### config.mk
export PLATFORM = sky130hd
export DESIGN_NAME = counter_up
export DESIGN_NICKNAME = d
export VERILOG_FILES = /design/src/rtl/counter_pkg.sv /design/src/rtl/counter_up.sv
export SDC_FILE = /design/constraint.sdc
export NUM_CORES = 1
export LEC_CHECK = 0
export CELL_PAD_IN_SITES_DETAIL_PLACEMENT = 1
export CELL_PAD_IN_SITES_GLOBAL_PLACEMENT = 2
export CORE_UTILIZATION = 27
export CTS_CLUSTER_DIAMETER = 150
export DETAILED_ROUTE_END_ITERATION = 8
export GPL_TIMING_DRIVEN = 0
export PLACE_DENSITY = 0.78
export SLEW_MARGIN = 30
export SYNTH_ARGS = -nofsm -noshare
export SYNTH_HDL_FRONTEND = slang
export SYNTH_SLANG_ARGS = --single-unit
### constraint.sdc
create_clock -name clk -period 3.5 [get_ports clk]
set_input_delay 0.7 -clock clk [delete_from_list [all_inputs] [get_ports clk]]
set_output_delay 0.7 -clock clk [all_outputs]
set_load 0.005 [all_outputs]
### src/rtl/counter_pkg.sv
// Shared definitions for the lab clock/timer counter stages.
// Holds the stage state encoding and the common reset count value.
package counter_pkg;

    typedef enum logic [1:0] {
        CNT_IDLE,
        CNT_RUN,
        CNT_DONE
    } cnt_state_t;

    localparam int CNT_RESET_VAL = 0;

endpackage

### src/rtl/counter_up.sv
// Up-counting timer stage: counts 0..WIDTH, then rolls over with a carry pulse or stops in DONE.
// The carry output is intended to feed the ena input of the next stage in the chain.
module counter_up
    import counter_pkg::*;
#(
    parameter int dw    = 8,
    parameter int WIDTH = 7
) (
    input  logic          clk,
    input  logic          reset,
    input  logic          ena,
    input  logic          start,
    input  logic          clr,
    input  logic          load,
    input  logic [dw-1:0] load_val,
    input  logic          wrap,
    output logic [dw-1:0] result,
    output logic          tc,
    output logic          carry,
    output logic          done,
    output logic          busy
);

    generate
        if (WIDTH < 1 || WIDTH > (2**dw) - 1) begin : g_bad_width
            $error("counter_up: WIDTH must lie in 1..2**dw-1");
        end
    endgenerate

    localparam logic [dw-1:0] WIDTH_C = dw'(WIDTH);
    localparam logic [dw-1:0] ZERO_C  = dw'(CNT_RESET_VAL);

    cnt_state_t    state_reg, state_next;
    logic [dw-1:0] result_reg, result_next;
    logic          carry_reg, carry_next;
    logic          done_reg;
    logic          busy_reg;
    logic [dw-1:0] load_sat;

    assign load_sat = (load_val > WIDTH_C) ? WIDTH_C : load_val;

    always_ff @(posedge clk or negedge reset) begin
        if (!reset) begin
            state_reg  <= CNT_IDLE;
            result_reg <= ZERO_C;
            carry_reg  <= 1'b0;
            done_reg   <= 1'b0;
            busy_reg   <= 1'b0;
        end else begin
            state_reg  <= state_next;
            result_reg <= result_next;
            carry_reg  <= carry_next;
            done_reg   <= (state_next == CNT_DONE);
            busy_reg   <= (state_next == CNT_RUN);
        end
    end

    // Priority: clr > load > start > count. Carry defaults low so it only lasts one cycle.
    always_comb begin
        state_next  = state_reg;
        result_next = result_reg;
        carry_next  = 1'b0;
        if (clr) begin
            result_next = ZERO_C;
            state_next  = CNT_IDLE;
        end else if (load) begin
            result_next = load_sat;
            if (state_reg == CNT_DONE) begin
                state_next = CNT_IDLE;
            end
        end else if (start && state_reg != CNT_RUN) begin
            if (state_reg == CNT_DONE) begin
                result_next = ZERO_C;
            end
            state_next = CNT_RUN;
        end else if (state_reg == CNT_RUN && ena) begin
            if (result_reg < WIDTH_C) begin
                result_next = result_reg + dw'(1);
            end else if (wrap) begin
                result_next = ZERO_C;
                carry_next  = 1'b1;
            end else begin
                state_next = CNT_DONE;
            end
        end
    end

    assign result = result_reg;
    assign tc     = (result_reg == WIDTH_C);
    assign carry  = carry_reg;
    assign done   = done_reg;
    assign busy   = busy_reg;

endmodule
==> reports/qor.yml, run 1 <==
placement:
  gp_congestion: 0.766
  port_buffers: 26
  hpwl_um: 1440
grt:
  grt_overflow_total: 0
  grt_pass1_vias: 645
  track_usage_pct: 14.9
  grt_pass1_wl_um: 3040
  antenna_found_initial: 0
  grt_max_degree: 14
sta:
  slew_headroom_pct: 59.6
  fin_crit_ns: 2.65
  setup_viol_count_final: 0
  fin_skew_ns: 0.00455
  worstMarginPinSlew_ns: 0.604
  hold_violations: 0
  slew_viol_final: 0
  fin_tns_setup_ns: 0
  grt_setup_unrepaired: "no"
  fmax_mhz: 377
  timing.hold.ws_ns: 0.528
  finalCritPeriodShare_pct: 75.9
status:
  status: "finished clean"
logic_synthesis:
  synth_seq_area_share_pct: 44.2
  ys_warn_count: 0
  synth_cell_type_count: 35
  ys_seq_elements: 13
  syn_nets: 86
  yosys.area.top_type_share_pct: 44.2
  synth_area_um2: 736
  yosysTopAreaCell: "dfrtp_1"
  syn_avg_cell_area_um2: 10.5
  synth_area_leaders: "dfrtp_1 44%, a2111oi_4 3.7%, nor2_1 3.6%, o31a_1 3.6%, a21oi_1 3.4%"
  synth_cells: 70
power_and_ir_drop:
  ir_drop_mv: 0.162
  power_per_cell_area_nw_per_um2: 303
  power_leakage_nw: 0.442
cells_and_area:
  largest_reg_flops: 8
  area_delta_synth_final_pct: 44.0
  n_antenna_cell: 0
  finalNetCount: 117
  drive_gt1_share_pct: 9.00
setup_path:
  critPathKind: "reg -> out"
  cp_data_arrival_time_ns: 1.95
  worstSetupEndpointType: "output pin"
  required_ns: 2.80
  cp_max_fo: 5
  startpoint_type: "register"
routing:
  drt_iter0_markers: 1
  totalWireLength_um: 1820
  dr.pass1.iters: 2
  viasPerCell: 5.18
  dr_total_vias: 673
  wl_per_cell_um: 14.0
  drc: 0
  ant_nets: 0
floorplan:
  die_w_um: 54.2
  start_util_pct: 29.2
  num_io_pins: 27
  row_count: 18
  dieArea_um2: 2940
  coreArea_um2: 2520
  die_h_um: 54.2
cts:
  path_clk_slew_ns: 0.08
  hold_buffers: 0
  cts_buffers: 3
  clock_path_buffers: 2
  cts_resized: 0
  cts_setup_buffers: 0
  htreeDepth: 1
  clk_latency_ns: 0.28
  cts.sinks: 13
  cts_tree: "yes"
  cts-root-buf: "clkbuf_4"
job:
  maxCapViolCount: 0
min_path:
  hold_path_class: "reg -> reg"
==> synthesized netlist by cell type <==
library cell,n
o211ai_1,1
o2bb2a_4,1
a221o_1,1
o31a_1,3
dfrtp_1,13
o22ai_1,2
a31o_1,1
nor2_1,7
nand2b_1,1
a22oi_1,1
and3b_1,1
a2111oi_4,1
a21oi_1,5
a211o_1,1
nor4_4,1
or2_2,1
or2b_4,1
or3_4,1
nor2b_1,2
nor3b_1,1
inv_1,5
and2b_1,1
nand2_1,3
a211oi_1,1
ha_1,1
o21ai_0,1
and3_1,1
nor4_1,1
o2111ai_1,1
o21bai_1,2
or4_1,1
or2_1,1
and2_1,3
o2bb2ai_1,1
nor3_1,1
==> layout make-up <==
cell class	instances	area (um^2)
tap	30	37.5
clock buffer	4	26.3
timing repair buffer	26	260
sequential	13	325
inverter	5	18.8
fill	306	1460
multi-input combinational	52	392
==> logic make-up (layout without fill, tap and decap cells) <==
family                     count (synthesis)  after routing  synth area share, %
adders and majority gates                  1              1                 1.70
buffers and inverters                      5             35                 2.55
DFF                                       13             13                 44.2
and+or+nand+nor                           28             28                 24.5
AOI/OAI and AO/OA                         23             23                 27.0
==> worst max-delay path: stages (launching register included) <==
cell,delay (ns)
dfrtp_1,0.42
or3_4,0.45
nor4_1,0.26
clkdlybuf4s50_1,0.55
==> final timing paths <==
check | start | endpoint | slack (ns) | cells after the start
min in group asynchronous | reset | result[4] | 0.80 | 1
max in group asynchronous | reset | state_reg[0] | 2.31 | 1
setup reg to reg | result[0] | result[2] | 1.59 | 5
hold reg to reg | result[7] | result[7] | 0.53 | 1
setup / recovery | result[3] | tc | 0.85 | 3
hold / removal | result[7] | result[7] | 0.53 | 1
==> report_power, final <==
| part | internal (W) | switching [W] | total [W] | leakage, nW |
|---|---|---|---|---|
| registers | 0.000155 | 0.00000556 | 0.000161 | 0.177 |
| clock network | 0.0000442 | 0.0000507 | 0.0000950 | 0.0150 |
| logic | 0.0000365 | 0.0000289 | 0.0000654 | 0.250 |
| total | 0.000236 | 0.0000852 | 0.000321 | 0.442 |
==> routing by layer <==
metal	share of wire (%)	global-route usage, %	vias to the layer above
li1	-	-	319
met1	46	18.0	327
met2	47	25.6	23
met3	4.2	1.69	4
met4	2.2	7.69	0
met5	0	0	-
==> placed cells by master, fill, tap and decap left out, drive strengths merged, types with 3 or more instances in the layout <==
master / Yosys / layout
clkbuf: 0 / 4
o31a: 3 / 3
inv: 5 / 5
dfrtp: 13 / 13
nand2: 3 / 3
and2: 3 / 3
a21oi: 5 / 5
clkdlybuf4s50: 0 / 26
nor2: 7 / 7
==> stage by stage <==
stage	cell area (um^2)	std cells	power [W]	util, %	worst slack [ns]
final	1060	130	0.000321	42.0	0.845
after global routing	1060	130	0.000339	42.0	0.687
after CTS	1060	130	0.000325	42.0	0.821
after detailed placement	1030	126	0.000230	41.0	0.862
after global placement	1030	126	0.000228	41.0	0.926
after floorplan	736	70	0.000191	-	1.66
No activity file was read; power rests on OpenSTA's default activity.
==> run 2: changes to the inputs <==
CORE_UTILIZATION = 23   (was 27)
PLACE_DENSITY = 0.7   (was 0.78)
clock period = 2.4 ns   (was 3.5 ns; I/O delays follow)
==> run 2 against run 1 <==
  * Sequential cell count unchanged
  * Global-route usage decreased by 2.2 points
  * Non-clock buffer count unchanged
  * Die area increased by 17%
  * Setup slack got worse by 0.55 ns
  * Power increased by 45%
  * Sequential power increased by 46%
  * Wire length increased by 4.9%
  * Sequential share of layout area decreased by 0.46 points
==> reports/qor.yml, run 2 (synthesized netlist as in run 1, its figures left out) <==
status:
  status: "finished clean"
cts:
  cts.sinks: 13  # unchanged
  cts-root-buf: "clkbuf_4"
  clk_latency_ns: 0.27  # about the same
  clock_path_buffers: 2  # unchanged
  path_clk_slew_ns: 0.08  # about the same
  cts_buffers: 3  # unchanged
  htreeDepth: 1  # unchanged
  cts_tree: "yes"
  cts_setup_buffers: 0  # unchanged
cells_and_area:
  drive_gt1_share_pct: 9.00  # unchanged
  fin_cells: 144  # +11%
  area_delta_synth_final_pct: 46.3
  final_common_cell: "clkdlybuf4s50_1"
  largest_reg_flops: 8  # unchanged
  finalNetCount: 117  # unchanged
  n_antenna_cell: 0  # unchanged
  fill_cells: 372  # +22%
  mostFrequentLayoutCells: "25 x clkdlybuf4s50_1, 13 x dfrtp_1, 7 x nor2_1"
grt:
  track_usage_pct: 12.8  # -2.2 points
  grt_max_degree: 14  # unchanged
  use_met1_pct: 15.9  # -2.1 points
  grt_util_met3_pct: 0.659  # -1.0 points
  grt_pass1_wl_um: 3340  # +9.8%
  grt_pass1_vias: 715  # +11%
  antenna_found_initial: 0  # unchanged
  use_met2_pct: 22.0  # -3.6 points
  grt_overflow_total: 0  # unchanged
  top_usage_layer: "met2"
routing:
  viasPerCell: 4.62  # -11%
  ant_nets: 0  # unchanged
  totalWireLength_um: 1910  # +4.9%
  drc: 0  # unchanged
  dr_total_vias: 665  # -1.2%
  dr.pass1.iters: 3  # +1
  drt_iter0_markers: 31  # +30
  wl_per_cell_um: 13.3  # -5.3%
sta:
  finalCritPeriodShare_pct: 87.6
  fmax_mhz: 475
  slew_headroom_pct: 61.8  # +2.2 points
  timing.hold.ws_ns: 0.521  # -0.00721 ns
  slew_viol_final: 0  # unchanged
  worstMarginPinSlew_ns: 0.571  # -0.0331 ns
  fin_crit_ns: 2.10
  fin_skew_ns: 0.00384  # -0.000716 ns
  grt_setup_unrepaired: "no"
  setup_viol_count_final: 0  # unchanged
  hold_violations: 0  # unchanged
  fin_tns_setup_ns: 0  # unchanged
job:
  maxCapViolCount: 0  # unchanged
setup_path:
  cp_max_fo: 5  # unchanged
  r2r_start: "result[0]"
  worstRegToRegCells: 5  # unchanged
  crit_chain: "or3_4 -> nor4_1 -> dlygate4sd2_1"
  startpoint_type: "register"
  critPathKind: "reg -> out"
  r2r-end: "result[5]"
  worstSetupEndpointType: "output pin"
  r2r_slack_ns: 0.48  # -1.11 ns
  cp_data_arrival_time_ns: 1.62  # -0.33 ns
  cpPeakStageDelay_ns: 0.45  # -0.10 ns
  crit_slowest_cell: "or3_4"
  required_ns: 1.92  # -0.88 ns
power_and_ir_drop:
  switchingPower_w: 0.000120  # +41%
  internal-power_w: 0.000344  # +46%
  power_leakage_nw: 0.447  # +1.1%
  p_comb_share_pct: 20.3  # about the same
  p_seq_share_pct: 50.6  # +0.5 points
  power_per_cell_area_nw_per_um2: 431  # +42%
  swShare_pct: 25.9  # -0.58 points
  ir_drop_mv: 0.116  # -28%
  pwr-share-clk_pct: 29.1  # -0.5 points
floorplan:
  coreArea_um2: 3050  # +21%
  die_w_um: 58.6  # +8.0%
  dieArea_um2: 3430  # +17%
  start_util_pct: 24.1  # -5.1 points
  num_io_pins: 27  # unchanged
  row_count: 20  # +2
  die_h_um: 58.6  # +8.0%
placement:
  hpwl_um: 1540  # +7.2%
  gp_congestion: 0.701  # -8.5%
  port_buffers: 26  # unchanged
  dp_cells: 140  # +11%
min_path:
  holdPathStages: 1  # unchanged
  min_from: "result[7]"
  hold_end: "result[7]"
  hold_path_class: "reg -> reg"
[run 2: routing by layer]
| layer | vias up | share of wire [%] |
|---|---|---|
| li1 | 322 | - |
| met1 | 319 | 47 |
| met2 | 20 | 48 |
| met3 | 4 | 3.1 |
| met4 | 0 | 1.9 |
| met5 | - | 0 |
[run 2: final cells by class]
cell class                 count  area (um^2)  share of cell area [%]
clock buffer                   4         26.3                    2.44
tap                           44         55.1                    5.12
inverter                       5         18.8                    1.74
multi-input combinational     52          392                    36.4
sequential                    13          325                    30.2
timing repair buffer          26          259                    24.1
[run 2: how the worst max path moves through the flow]
| stage | from | end | slack, ns | cells past startpoint |
|---|---|---|---|---|
| after floorplan | result[0] | result[3] | 0.68 | 5 |
| after global placement | load | result[6] | 0.06 | 5 |
| after detailed placement | load | result[4] | 0.06 | 5 |
| after CTS | result[3] | tc | 0.28 | 3 |
| after global routing | load | result[2] | 0.23 | 5 |
| final | result[3] | tc | 0.30 | 3 |
[run 2: timing repair]
item | 4_1_cts | 5_1_grt
hold buffers | 0 | 0
endpoints found under the setup margin | 1 | 0
gates resized for setup | 1 | 0
[run 2: critical path: cells and delay by family (launching register included)]
kind,cells,cell delay [ns]
AND/OR/NAND/NOR,2,0.67
buffers and inverters,1,0.26
flip-flops,1,0.41
[run 2: power groups by stage]
stage,logic (W),clock network [W],registers [W]
final,0.0000943,0.000135,0.000235
after floorplan,0.0000400,0,0.000238
after global routing,0.000105,0.000147,0.000237
after detailed placement,0.0000952,0,0.000240
after global placement,0.0000938,0,0.000239
after CTS,0.0000956,0.000140,0.000235
[run 2: through the flow]
step                      total power [W]  setup WS (ns)  utilization (%)  cell area, um^2
after CTS                        0.000471          0.279             35.2             1080
final                            0.000464          0.297             35.2             1080
after floorplan                  0.000278          0.680                -              736
after global placement           0.000333         0.0607             34.4             1050
after global routing             0.000488          0.229             35.2             1080
after detailed placement         0.000335         0.0578             34.4             1050
==> run 3: changes to the inputs <==
--- a/config.mk
+++ b/config.mk
@@ -7,2 +7,3 @@
 export LEC_CHECK = 0
+export CAP_MARGIN = 20
 export CELL_PAD_IN_SITES_DETAIL_PLACEMENT = 1
==> constraint.sdc (replaced) <==
create_clock -name clk -period 2.4 [get_ports clk]
set_input_delay 0.36 -clock clk [delete_from_list [all_inputs] [get_ports clk]]
set_output_delay 0.36 -clock clk [all_outputs]
set_load 0.005 [all_outputs]
==> run 3 against run 2 <==
  * Clock skew unchanged
  * Power about the same
  * Critical path depth unchanged
  * Sequential cell count unchanged
  * Register-to-register slack about the same
  * Core utilization about the same
==> reports/qor.yml, run 3 (synthesized netlist as in run 1, its figures left out) <==
status:
  status: "finished clean"
sta:
  grt_setup_unrepaired: "no"
  worstMarginPinSlew_ns: 0.571  # unchanged
  fin_skew_ns: 0.00384  # unchanged
  slew_viol_final: 0  # unchanged
  hold_violations: 0  # unchanged
  fin_crit_ns: 2.29  # +0.182 ns
  finalCritPeriodShare_pct: 95.2  # +7.6 points
  fin_tns_setup_ns: 0  # unchanged
  slew_headroom_pct: 61.8  # unchanged
  fin_ws_ns: 0.115  # -0.182 ns
  setup_viol_count_final: 0  # unchanged
  fmax_mhz: 438  # -8.0%
grt:
  grt_pass1_vias: 715  # unchanged
  grt_pass1_wl_um: 3340  # unchanged
  grt_overflow_total: 0  # unchanged
  grt_max_degree: 14  # unchanged
  antenna_found_initial: 0  # unchanged
  track_usage_pct: 12.8  # unchanged
placement:
  port_buffers: 26  # unchanged
  gp_congestion: 0.701  # unchanged
  place_ws_ns: 0.178  # +0.120 ns
  dp_cells: 140  # unchanged
  place_area_um2: 1050  # unchanged
  hpwl_um: 1540  # unchanged
cts:
  cts_tree: "yes"
  hold_buffers: 0  # unchanged
  clk_latency_ns: 0.27  # about the same
  cts_buffers: 3  # unchanged
  path_clk_slew_ns: 0.08  # about the same
  htreeDepth: 1  # unchanged
  clock_path_buffers: 2  # unchanged
  cts_resized: 0  # -1
  cts_setup_buffers: 0  # unchanged
  cts.sinks: 13  # unchanged
  cts-root-buf: "clkbuf_4"
setup_path:
  worstSetupEndpointType: "output pin"
  critPathKind: "reg -> out"
  cp_max_fo: 5  # unchanged
  required_ns: 2.04  # +0.12 ns
  startpoint_type: "register"
  cp_data_arrival_time_ns: 1.93  # +0.31 ns
cells_and_area:
  n_antenna_cell: 0  # unchanged
  final_common_cell: "clkdlybuf4s50_1"
  mostFrequentLayoutCells: "26 x clkdlybuf4s50_1, 13 x dfrtp_1, 7 x nor2_1"
  drive_gt1_share_pct: 9.00  # unchanged
  regArea_um2: 325  # unchanged
  largest_reg_flops: 8  # unchanged
  area_delta_synth_final_pct: 46.4
  fin_cells: 144  # unchanged
  utilization_pct: 35.3  # +0.041 points
  multi_input_area_um2: 392  # unchanged
  fill_cells: 371  # -0.27%
  fin_area_um2: 1080  # +0.12%
  finalNetCount: 117  # unchanged
routing:
  route.met3.wl_um: 59  # unchanged
  wl_per_cell_um: 13.3  # about the same
  dr_total_vias: 666  # +0.15%
  ant_nets: 0  # unchanged
  dr.max_layer_used: "met4"
  drt_iter0_markers: 29  # -6.5%
  m1WireLength_um: 891  # unchanged
  dr.pass1.iters: 3  # unchanged
  drc: 0  # unchanged
  wl_met2_um: 921  # unchanged
  viasPerCell: 4.63  # +0.15%
  totalWireLength_um: 1910  # about the same
floorplan:
  coreArea_um2: 3050  # unchanged
  start_util_pct: 24.1  # unchanged
  row_count: 20  # unchanged
  num_io_pins: 27  # unchanged
  die_h_um: 58.6  # unchanged
  die_w_um: 58.6  # unchanged
  dieArea_um2: 3430  # unchanged
power_and_ir_drop:
  swShare_pct: 25.9  # about the same
  switchingPower_w: 0.000120  # about the same
  power_per_cell_area_nw_per_um2: 431  # about the same
  internal-power_w: 0.000344  # about the same
  ir_drop_mv: 0.116  # about the same
  p_seq_share_pct: 50.6  # about the same
  pwr-share-clk_pct: 29.1  # about the same
  p_comb_share_pct: 20.4  # about the same
  power_leakage_nw: 0.442  # -1.1%
min_path:
  hold_path_class: "in -> async"
job:
  maxCapViolCount: 0  # unchanged
## run 3: metrics by stage
step	hold slack (ns)	total power (W)
detailed placement	0.505	0.000335
CTS	0.463	0.000471
finish	0.443	0.000464
global route	0.502	0.000488
global placement	0.500	0.000333
floorplan	0.0644	0.000278
## run 3: worst max-delay path: stages (launching register included)
cell and delay, ns:
dfrtp_1 0.41, or3_4 0.45, nor4_1 0.24, clkdlybuf4s50_1 0.54
## run 3: per-layer routing
metal / up-vias / GRT usage [%]
li1: 323 / -
met1: 319 / 15.9
met2: 20 / 22.0
met3: 4 / 0.659
met4: 0 / 7.14
met5: - / 0
## run 3: worst paths after layout
| kind | from | to | slack [ns] | cells past startpoint |
|---|---|---|---|---|
| worst max-delay path | result[3] | tc | 0.11 | 3 |
| worst min-delay path | reset | result[4] | 0.44 | 1 |
| worst max register to register | result[0] | result[5] | 0.48 | 5 |
| worst min register to register | result[7] | result[7] | 0.52 | 1 |
| max in group asynchronous | reset | done | 1.58 | 1 |
| min in group clk | result[7] | result[7] | 0.52 | 1 |
## run 3: final cells by class
type / count / area share [%]
timing repair buffer: 26 / 24.2
multi-input combinational: 52 / 36.4
tap: 44 / 5.11
inverter: 5 / 1.74
sequential: 13 / 30.2
clock buffer: 4 / 2.44
## run 3: power by group through the flow
stage	clock network, W	logic [W]	registers (W)
6_report	0.000135	0.0000946	0.000235
5_1_grt	0.000147	0.000105	0.000237
4_1_cts	0.000140	0.0000959	0.000235
3_5_place_dp	0	0.0000952	0.000240
3_3_place_gp	0	0.0000938	0.000239
2_1_floorplan	0	0.0000400	0.000238
